<file path="config.mk">
export PLATFORM = sky130hd
export DESIGN_NAME = iccm_port_arbiter
export DESIGN_NICKNAME = d
export VERILOG_FILES = /design/src/rtl/iccm_port_arbiter.sv
export SDC_FILE = /design/constraint.sdc
export NUM_CORES = 1
export LEC_CHECK = 0
export ABC_CLOCK_PERIOD_IN_PS = 3100
export BUFFER_PORTS_ARGS = -buffer_cell sky130_fd_sc_hd__buf_2
export CAP_MARGIN = 30
export CORE_MARGIN = 8
export CORE_UTILIZATION = 44
export CTS_CLUSTER_SIZE = 24
export DETAILED_ROUTE_END_ITERATION = 10
export PLACE_DENSITY = 0.85
export SLEW_MARGIN = 20
export SYNTH_ARGS = -nofsm -noshare
export SYNTH_HDL_FRONTEND = slang
export SYNTH_SLANG_ARGS = --single-unit
</file>
<file path="constraint.sdc">
create_clock -name clk_i -period 3.1 [get_ports clk_i]
set_input_delay 0.31 -clock clk_i [delete_from_list [all_inputs] [get_ports clk_i]]
set_output_delay 0.31 -clock clk_i [all_outputs]
set_load 0.005 [all_outputs]
</file>
<file path="src/rtl/iccm_port_arbiter.sv">
// Arbitrates the single-port ICCM between instruction fetch and the UART boot programmer,
// and holds the core in reset for the programming session plus a fixed tail.
module iccm_port_arbiter #(
  parameter int unsigned AW         = 12,
  parameter int unsigned DW         = 32,
  parameter int unsigned FifoDepth  = 2,
  parameter int unsigned HoldCycles = 16
) (
  input  logic          clk_i,
  input  logic          reset,
  input  logic          f_req_i,
  input  logic [AW-1:0] f_addr_i,
  output logic          f_gnt_o,
  output logic          f_rvalid_o,
  output logic [DW-1:0] f_rdata_o,
  input  logic          p_we_i,
  input  logic [AW-1:0] p_addr_i,
  input  logic [DW-1:0] p_wdata_i,
  input  logic          p_done_i,
  output logic          m_req_o,
  output logic          m_we_o,
  output logic [AW-1:0] m_addr_o,
  output logic [DW-1:0] m_wdata_o,
  input  logic [DW-1:0] m_rdata_i,
  output logic          core_hold_o,
  output logic          prog_busy_o,
  output logic          overflow_o
);

  localparam int unsigned PtrW  = (FifoDepth > 1) ? $clog2(FifoDepth) : 1;
  localparam int unsigned Slots = 1 << PtrW;
  localparam int unsigned CntW  = $clog2(FifoDepth + 1);
  localparam int unsigned HoldW = $clog2(HoldCycles + 1);

  typedef enum logic [1:0] {StIdle, StDrain, StProg, StRelease} state_e;

  state_e            state_q, state_d;
  logic [PtrW-1:0]   wr_ptr_q, wr_ptr_d, rd_ptr_q, rd_ptr_d;
  logic [CntW-1:0]   count_q, count_d;
  logic [HoldW-1:0]  hold_q, hold_d;
  logic              done_q, done_d;
  logic              ovf_q, ovf_d;
  logic              rvalid_q, rvalid_d;
  logic [AW-1:0]     addr_q [Slots];
  logic [DW-1:0]     data_q [Slots];
  logic              full, empty, push, pop;

  function automatic logic [PtrW-1:0] ptr_inc(input logic [PtrW-1:0] p);
    return (p == PtrW'(FifoDepth - 1)) ? '0 : p + PtrW'(1);
  endfunction

  assign full  = (count_q == CntW'(FifoDepth));
  assign empty = (count_q == '0);
  assign pop   = (state_q == StProg) && !empty;
  // A full FIFO still accepts a write when the head retires in the same cycle.
  assign push  = p_we_i && (!full || pop);

  always_comb begin
    state_d   = state_q;
    done_d    = done_q;
    hold_d    = hold_q;
    rvalid_d  = 1'b0;
    f_gnt_o   = 1'b0;
    m_req_o   = 1'b0;
    m_we_o    = 1'b0;
    m_addr_o  = '0;
    m_wdata_o = '0;
    unique case (state_q)
      StIdle: begin
        if (f_req_i && !reset) begin
          f_gnt_o  = 1'b1;
          m_req_o  = 1'b1;
          m_addr_o = f_addr_i;
          rvalid_d = 1'b1;
        end
        if (p_we_i) state_d = StDrain;
      end
      StDrain: begin
        if (p_done_i) done_d = 1'b1;
        state_d = StProg;
      end
      StProg: begin
        if (pop) begin
          m_req_o   = 1'b1;
          m_we_o    = 1'b1;
          m_addr_o  = addr_q[rd_ptr_q];
          m_wdata_o = data_q[rd_ptr_q];
        end
        if ((done_q || p_done_i) && empty && !p_we_i) begin
          state_d = StRelease;
          hold_d  = HoldW'(HoldCycles);
          done_d  = 1'b0;
        end else if (p_done_i) begin
          done_d = 1'b1;
        end
      end
      StRelease: begin
        // A late write restarts the session; done must be signalled again.
        if (p_we_i) begin
          state_d = StProg;
          done_d  = p_done_i;
        end else if (hold_q == HoldW'(1)) begin
          state_d = StIdle;
          hold_d  = '0;
        end else begin
          hold_d = hold_q - HoldW'(1);
        end
      end
      default: state_d = StIdle;
    endcase
  end

  always_comb begin
    wr_ptr_d = push ? ptr_inc(wr_ptr_q) : wr_ptr_q;
    rd_ptr_d = pop ? ptr_inc(rd_ptr_q) : rd_ptr_q;
    ovf_d    = ovf_q | (p_we_i && full && !pop);
    unique case ({push, pop})
      2'b10:   count_d = count_q + CntW'(1);
      2'b01:   count_d = count_q - CntW'(1);
      default: count_d = count_q;
    endcase
  end

  always_ff @(posedge clk_i or posedge reset) begin
    if (reset) begin
      state_q  <= StIdle;
      wr_ptr_q <= '0;
      rd_ptr_q <= '0;
      count_q  <= '0;
      hold_q   <= '0;
      done_q   <= 1'b0;
      ovf_q    <= 1'b0;
      rvalid_q <= 1'b0;
    end else begin
      state_q  <= state_d;
      wr_ptr_q <= wr_ptr_d;
      rd_ptr_q <= rd_ptr_d;
      count_q  <= count_d;
      hold_q   <= hold_d;
      done_q   <= done_d;
      ovf_q    <= ovf_d;
      rvalid_q <= rvalid_d;
    end
  end

  always_ff @(posedge clk_i) begin
    if (push) begin
      addr_q[wr_ptr_q] <= p_addr_i;
      data_q[wr_ptr_q] <= p_wdata_i;
    end
  end

  assign f_rvalid_o  = rvalid_q;
  assign f_rdata_o   = rvalid_q ? m_rdata_i : '0;
  assign core_hold_o = (state_q != StIdle);
  assign prog_busy_o = (state_q != StIdle);
  assign overflow_o  = ovf_q;

endmodule
</file>
Word level (Yosys, flattened, before mapping)

Memories as Yosys holds them, arrays and structs flattened.
Cells that the tools add are included.

Add/subtract/negate cells: 5
Multiply operators: 0
Div/mod/pow operators: 0
Magnitude comparators: 0
Eq/ne operators: 12
Shifts and indexed selects: 0
Mux-type cells: 29
Bitwise logic cells: 1
Reductions and logical operators: 23

Operator list:

| kind                | number |
|---|---|
| $mux 32             | 3 |
| $mux 12             | 2 |
| $pmux 12 s2         | 1 |
| $mux 5              | 3 |
| $mux 1              | 11 |
| $pmux 5 s2          | 1 |
| $eq 2x2->1 const B  | 4 |
| $mux 2              | 4 |
| $pmux 2 s4          | 1 |
| $logic_and 1x1->1   | 7 |
| $ne 2x2->1 const B  | 3 |
| $reduce_and 3->1    | 2 |
| $reduce_bool 2->1   | 3 |
| $eq 5x1->1 const B  | 1 |
| $logic_not 1->1     | 5 |
| $sub 5x1->5 const B | 1 |
| $eq 2x1->1 const B  | 2 |
| $logic_not 2->1     | 2 |
| $pmux 2 s2          | 1 |
| $ne 3x3->1 const B  | 1 |
| $pmux 1 s3          | 1 |
| $reduce_bool 3->1   | 1 |
| $add 1x1->1 const B | 2 |
| $add 2x1->2 const B | 1 |
| other kinds (6)     | 7 |

Register bits: 14
Bits in latches: 0
Memory bits (writable): 88
Bits in read-only memories: 0
Input port bits: 93
Output and inout bits: 83
Word-level logic and storage cells: 80
Memories: 2

Memory list:

| memory | depth | bits a word | read ports | clocked after Yosys merged registers in | wr ports | RTL line | text |
|---|---|---|---|---|---|---|---|
| data_q | 2     | 32          | 1          | 0                                       | 1        | 45       | `logic [DW-1:0] data_q [Slots];` |
| addr_q | 2     | 12          | 1          | 0                                       | 1        | 44       | `logic [AW-1:0] addr_q [Slots];` |

Depth between registers and ports, before layout

Gate-level depths: netlist of run 1.

Word-level depth: 7
Mapped depth: 10
Gate-level depth less buffers: 7

Worst setup path after synthesis of run 1

Ideal clock, no wire load.

Path type: flip-flop to flip-flop
Start: register state_q[0]
End: memory addr_q[0][0] (enable)
Library setup time: 445 ps
Data arrival time: 2683 ps
Data required time: 2655 ps
Setup slack: -29 ps
Stages on the path, launching flop included: 6
Buffers on the path: 1
Period minus slack after synthesis: 3129 ps
Path through: dfrtp_1 -> buf_6 -> nand2b_4 -> nand3b_1 -> nand2_1 -> nor2_1

Longest elaborated chain between the ends: 6

RTL lines:

| element                      | RTL line | text |
|---|---|---|
| start: declaration           | 37       | `state_e state_q, state_d;` |
| start signal: assignment     | 126      | `state_q <= StIdle;` |
| start signal: assignment     | 135      | `state_q <= state_d;` |
| $eq 2x2->1                   | 54       | `assign pop = (state_q == StProg) && !empty;` |
| $logic_and 1x1->1            | 54       |  |
| $logic_or 1x1->1             | 56       | `assign push = p_we_i && (!full \|\| pop);` |
| $logic_and 1x1->1            | 56       |  |
| $mux 1                       | 147      | `if (push) begin` |
| $mux 1 (not written as such) | 148      | `addr_q[wr_ptr_q] <= p_addr_i;` |
| end: declaration             | 44       |  |

No other way between the ends.

Worst setup path in the final report of run 1

Start: register state_q[0]
End: output m_addr_o[0]

Longest elaborated chain between the ends: 4
Elaborated cells on any way between the ends: 5
Classes of those cells: 1 x eq/ne; 2 x mux; 2 x reduce/logical

RTL lines:

| element           | RTL line | text |
|---|---|---|
| $eq 2x2->1        | 54, 68   |  |
| $logic_and 1x1->1 | 54       |  |
| $mux 12           | 83       | `if (pop) begin` |
| $pmux 12 s2 *     | 68       | `unique case (state_q)` |
| end: declaration  | 22       | `output logic [AW-1:0] m_addr_o,` |

Every way passes the cells marked *; elsewhere a longest branch is shown, timed or not.

==> results.cfg, run 1 <==
[run_status]
status = finished, final reports clean

[clock_network]
clk-insertion-delay-late_ns = 0.35
h-tree-depth = 3
numCtsBuffers = 9
clk_path_buf_depth = 2
cts_tree = done
root_buffer = clkbuf_8
clk_pin_slew_ns = 0.09
cts_resized = 0
clkSinkCount = 102

[power_and_ir_drop]
switching_share_pct = 34.4
switchingPower_mw = 1.64
power_frac_comb_pct = 39.4
intPower_mw = 3.12
peakVddDrop_mv = 0.428
clockPowerShare_pct = 16.8
cellPowerDensity_nw_per_um2 = 856
power_frac_seq_pct = 43.8
p_leak_nw = 2.50

[yosys]
synth_compound_area_share_pct = 3.73
synth_commonest_cells = edfxtp_1, mux2i_1, nor2_1
ys.warnings.count = 0
synth_most_common_cell = edfxtp_1
async_reset_ff_share_pct = 13.7
synth_top_family_by_area = simple AND/OR/NAND/NOR gates
synth_area_leaders = edfxtp_1, mux2i_1, dfrtp_1
synthXorXnorAreaFrac_pct = 1.00
yosys.area_share.simple_pct = 11.8
syn_avg_cell_area_um2 = 14.0
synthMuxAreaShare_pct = 10.8
synthAdderAreaFrac_pct = 0.860
yosysTopAreaCellShare_pct = 60.6
ys.flop_type = edfxtp_1
ys_types = 35
synth_seq_area_share_pct = 68.6
ys_ff_latch = 102
syn_inst = 312
netlist_area_um2 = 4360
synth_top_cell_by_area = edfxtp_1
synth-edff-count = 88
synth_fp_nets = 408

[routing]
drc_errors = 0
wl_um = 10300
drtIter0Drc = 120
vias = 2988
wl_per_cell_um = 16.5
vias_per_cell = 4.79
ant_nets = 0
firstDrtPassIters = 4

[place]
dp_hpwl_um = 7810
io_buffers = 175
gp_congestion = 0.800

[setup_path]
cp_num_buf_inv = 1
rr_startpoint = state_q[0]
critPathTopFamily = simple AND/OR/NAND/NOR gates
slowest_delay_ns = 0.71
end_kind = primary output
r2r_setup_slack_ns = 0.86
cp-start-kind = register
worstPathArrival_ns = 2.15
cp_slowest_cell = or2_2
reg2reg_to = count_q[1]
worstRegToRegCells = 6
required_ns = 2.79
crit_start = state_q[0]
path_class = register to primary output
path_cells = nand2b_4 -> or2_2 -> o21ai_0 -> buf_2
worstPathMaxFanout = 48

[timing]
finalSetupViolCount = 0
fin_crit_ns = 2.46
clock.fmax_mhz = 406
fin_crit_sh_pct = 79.4
finalSetupTns_ns = 0
fin_worst_skew_ns = 0.00964
slew_violations = 0
slew_headroom_pct = 39.3
hold_viol = 0
worstMarginPinSlew_ns = 0.911
hold_ws_ns = 0.148
rsz0062_at_grt = no

[hold_path]
hp-start = p_wdata_i[8]
hold_path_class = input pin to register
holdPathEnd = data_q[1][8]
min_path_cells = 1

[global_routing]
grt_max_degree = 49
track_usage_pct = 14.9
gr-total-overflow = 0
grt_pass1_wl_um = 15400
grt_pass1_vias = 3119
antenna_found_initial = 1

[floorplan]
dieArea_um2 = 13400
coreArea_um2 = 9680
die_x_um = 116
ios = 176
die_height_um = 116
initial_core_util_pct = 45.1
num_rows = 36

[finish]
drive_gt1_share_pct = 40.3
diodes = 0
nFillCells = 799
fin_nets = 582
syn_to_final_growth_pct = 27.4

[job]
cap_viol_max_count = 0
[layout by cell type (no fill, tap or decap), types with 2 or more instances in the layout]
cell type    n
buf_2      175
edfxtp_1    88
mux2i_1     47
nor2_1      36
and2_1      32
nand2_1     16
dfrtp_1     13
o21ai_0     12
clkbuf_8    10
a21oi_1      7
inv_1        7
clkbuf_1     5
xnor2_1      4
ha_1         3
buf_4        3
a31oi_1      2
o21a_1       2
nor3_1       2
o21ai_1      2
nand2b_1     2
buf_12       2
[timing repair]
item                      in CTS  in global routing
buffers inserted               0                  0
hold endpoints to repair      14                  0
hold buffers                   1                  0
[logic make-up after synthesis]
group	after synthesis
buf+inv	25
xor+xnor	5
simple gates	101
flops	102
compound gates	29
fa+ha+maj	3
mux	47
[metrics by stage]
stage / util, % / area [um^2] / cells / total power [mW] / setup slack, ns
after floorplan: - / 4370 / 312 / 3.28 / 0.701
final: 57.4 / 5560 / 624 / 4.76 / 0.639
after detailed placement: 55.4 / 5360 / 607 / 4.04 / 0.831
after global routing: 57.4 / 5560 / 624 / 5.10 / 0.443
after global placement: 55.4 / 5360 / 607 / 3.97 / 0.954
after CTS: 57.4 / 5560 / 624 / 4.84 / 0.602
[final cells by class]
class                      instances  area, um^2  area share [%]
sequential                       102        2990            53.9
multi-input combinational        185        1240            22.3
timing repair buffer             181         948            17.1
tap                              133         166            2.99
clock buffer                      15         156            2.81
clock inverter                     1        30.0           0.540
inverter                           7        26.3           0.473
[worst max-delay path by stage]
stage / end / slack, ns / cells past startpoint
floorplan: addr_q[0][0] / 0.70 / 5
global route: m_addr_o[0] / 0.44 / 4
finish: m_addr_o[0] / 0.64 / 4
global placement: count_q[1] / 0.95 / 6
CTS: m_addr_o[0] / 0.60 / 4
detailed placement: count_q[1] / 0.83 / 6
[per-layer routing]
metal  share of wire, %  vias to the layer above  routed length [um]  GRT usage, %
li1                   -                     1447                   -             -
met1                 36                     1402                3670          14.2
met2                 51                      130                5280          28.1
met3                 12                        7                1280          6.83
met4               0.68                        2                  70          3.85
met5               0.13                        -                  13             0
[state kept, by name (all words and copies together) (netlist names)]
signal	count
data_q	64
addr_q	24
hold_q	5
count_q	2
state_q	2
done_q	1
f_rvalid_o	1
overflow_o	1
rd_ptr_q	1
wr_ptr_q	1
[power by group through the flow]
stage          logic [mW]  clock network (mW)  registers, mW
6_report             1.88               0.798           2.09
5_1_grt              2.10               0.873           2.12
4_1_cts              1.93               0.821           2.09
3_5_place_dp         1.92                   0           2.12
3_3_place_gp         1.87                   0           2.10
2_1_floorplan        1.27                   0           2.00
Note: power is estimated with default switching activity, not from simulation.
==> inputs of run 2 (changes only) <==
--- a/config.mk
+++ b/config.mk
@@ -5,14 +5,14 @@
 export SDC_FILE = /design/constraint.sdc
 export NUM_CORES = 1
 export LEC_CHECK = 0
-export ABC_CLOCK_PERIOD_IN_PS = 3100
+export ABC_CLOCK_PERIOD_IN_PS = 2500
 export BUFFER_PORTS_ARGS = -buffer_cell sky130_fd_sc_hd__buf_2
 export CAP_MARGIN = 30
 export CORE_MARGIN = 8
-export CORE_UTILIZATION = 44
+export CORE_UTILIZATION = 48
 export CTS_CLUSTER_SIZE = 24
 export DETAILED_ROUTE_END_ITERATION = 10
-export PLACE_DENSITY = 0.85
+export PLACE_DENSITY = 0.87
 export SLEW_MARGIN = 20
 export SYNTH_ARGS = -nofsm -noshare
 export SYNTH_HDL_FRONTEND = slang
==> constraint.sdc (replaced) <==
create_clock -name clk_i -period 2.5 [get_ports clk_i]
set_input_delay 0.25 -clock clk_i [delete_from_list [all_inputs] [get_ports clk_i]]
set_output_delay 0.25 -clock clk_i [all_outputs]
set_load 0.005 [all_outputs]
==> results.cfg, run 2 (synthesis results as in run 1) <==
[timing]
slew_headroom_pct = 59.0
setup_ws_ns = 0.265
fin_crit_ns = 2.24
finalSetupTns_ns = 0
worstMarginPinSlew_ns = 0.615
fin_crit_sh_pct = 89.4
hold_viol = 0
fin_worst_skew_ns = 0.0121
slew_violations = 0
clock.fmax_mhz = 447
finalSetupViolCount = 0
rsz0062_at_grt = no

[global_routing]
gr-total-overflow = 0
grt_max_degree = 42
antenna_found_initial = 0
grt-busiest-layer = met2
grt_pass1_vias = 3322
use_met3_pct = 6.60
track_usage_pct = 16.7
use_met2_pct = 29.0
grt_pass1_wl_um = 16600
grt_util_met1_pct = 17.9

[power_and_ir_drop]
clockPowerShare_pct = 17.4
switching_share_pct = 35.3
p_leak_nw = 2.52
switchingPower_mw = 2.13
cellPowerDensity_nw_per_um2 = 1080
peakVddDrop_mv = 0.660
power_frac_comb_pct = 40.3
intPower_mw = 3.90
power_frac_seq_pct = 42.4

[routing]
drc_errors = 0
vias = 3059
wl_per_cell_um = 17.6
ant_nets = 0
firstDrtPassIters = 4
vias_per_cell = 5.10
wl_um = 10600
drtIter0Drc = 213

[setup_path]
worstPathMaxFanout = 15
cp_num_buf_inv = 1
worstPathArrival_ns = 1.99
cp-start-kind = register
slowest_delay_ns = 0.58
path_cells = nor2_2 -> and3_1 -> nand2_1 -> o21ai_0 -> buf_2
path_class = register to primary output
r2r_setup_slack_ns = 0.64
critPathTopFamily = simple AND/OR/NAND/NOR gates
worstRegToRegCells = 7
end_kind = primary output
required_ns = 2.25
cp.depth = 5
cp_slowest_cell = and3_1

[floorplan]
num_rows = 34
ios = 176
dieArea_um2 = 12400
initial_core_util_pct = 49.8
die_x_um = 111
die_height_um = 111
coreArea_um2 = 8760

[finish]
utilization_pct = 63.6
final_cell_mix = buf_2, edfxtp_1, mux2i_1, nor2_1, and2_1
final_common_cell = buf_2
seq_area_um2 = 2990
largest_reg_flops = 64
syn_to_final_growth_pct = 27.7
drive_gt1_share_pct = 41.3
nFillCells = 662
fin_nets = 583
reg.largest.list = data_q: 64 flops, addr_q: 24 flops, hold_q: 5 flops
largest_register = data_q
diodes = 0
multi_input_area_um2 = 1240

[clock_network]
clk_path_buf_depth = 2
clk_pin_slew_ns = 0.10
clk-insertion-delay-late_ns = 0.36
numCtsBuffers = 9
clkSinkCount = 102
root_buffer = clkbuf_8
cts_tree = done
h-tree-depth = 3
cts_setup_buffers = 0

[place]
dp_slack_ns = 0.413
io_buffers = 175
gp_congestion = 0.845
dp_hpwl_um = 8200

[hold_path]
min_path_cells = 1
hold_path_class = input pin to register

[run_status]
status = finished, final reports clean

[job]
cap_viol_max_count = 0
## run 2: layout make-up
class | instances | area share (%)
clock buffers | 9 | 2.22
clock inverters | 7 | 1.53
inverters | 7 | 0.471
multi-input cells | 185 | 22.2
flip-flops and latches | 102 | 53.7
well taps | 108 | 2.42
repair buffers | 182 | 17.4
## run 2: path summary, 6_finish.rpt
check,from,endpoint
worst min-delay path,p_wdata_i[15],data_q[1][15]
worst max-delay path,state_q[0],m_addr_o[5]
min in group asynchronous,reset,done_q
max in group asynchronous,reset,rd_ptr_q
worst max register to register,state_q[0],count_q[1]
worst min register to register,overflow_o,overflow_o
## run 2: what timing repair did
item,CTS,global route
gates resized for setup,0,1
hold endpoints to repair,14,0
setup endpoints to repair,0,12
hold buffers,1,0
## run 2: power groups by stage
stage | clock network, mW | registers, mW | logic (mW)
final | 1.05 | 2.55 | 2.43
after global routing | 1.12 | 2.60 | 2.70
after CTS | 1.06 | 2.56 | 2.47
after detailed placement | 0 | 2.60 | 2.46
after global placement | 0 | 2.56 | 2.40
after floorplan | 0 | 2.48 | 1.58
## run 2: per-layer routing
| metal | part of all wire (%) | up-vias | wire length, um |
|---|---|---|---|
| li1 | - | 1459 | - |
| met5 | 0 | - | 0 |
| met4 | 1.8 | 0 | 186 |
| met1 | 40 | 1426 | 4180 |
| met3 | 10 | 13 | 1070 |
| met2 | 49 | 161 | 5130 |
## run 2: per-stage QoR
step / hold WS (ns) / power, mW / cells / cell area (um^2)
floorplan: 0.144 / 4.06 / 312 / 4370
CTS: 0.0551 / 6.09 / 600 / 5570
finish: 0.0744 / 6.03 / 600 / 5570
global route: 0.0563 / 6.42 / 600 / 5570
detailed placement: 0.330 / 5.06 / 583 / 5350
global placement: 0.332 / 4.97 / 583 / 5350
## run 2: worst register-to-register path: stages (launching register included)
cell	delay, ns
dfrtp_1	0.50
nand2b_4	0.19
or2_4	0.38
inv_1	0.09
ha_1	0.21
xnor2_1	0.17
nor2_1	0.08
xor2_1	0.14
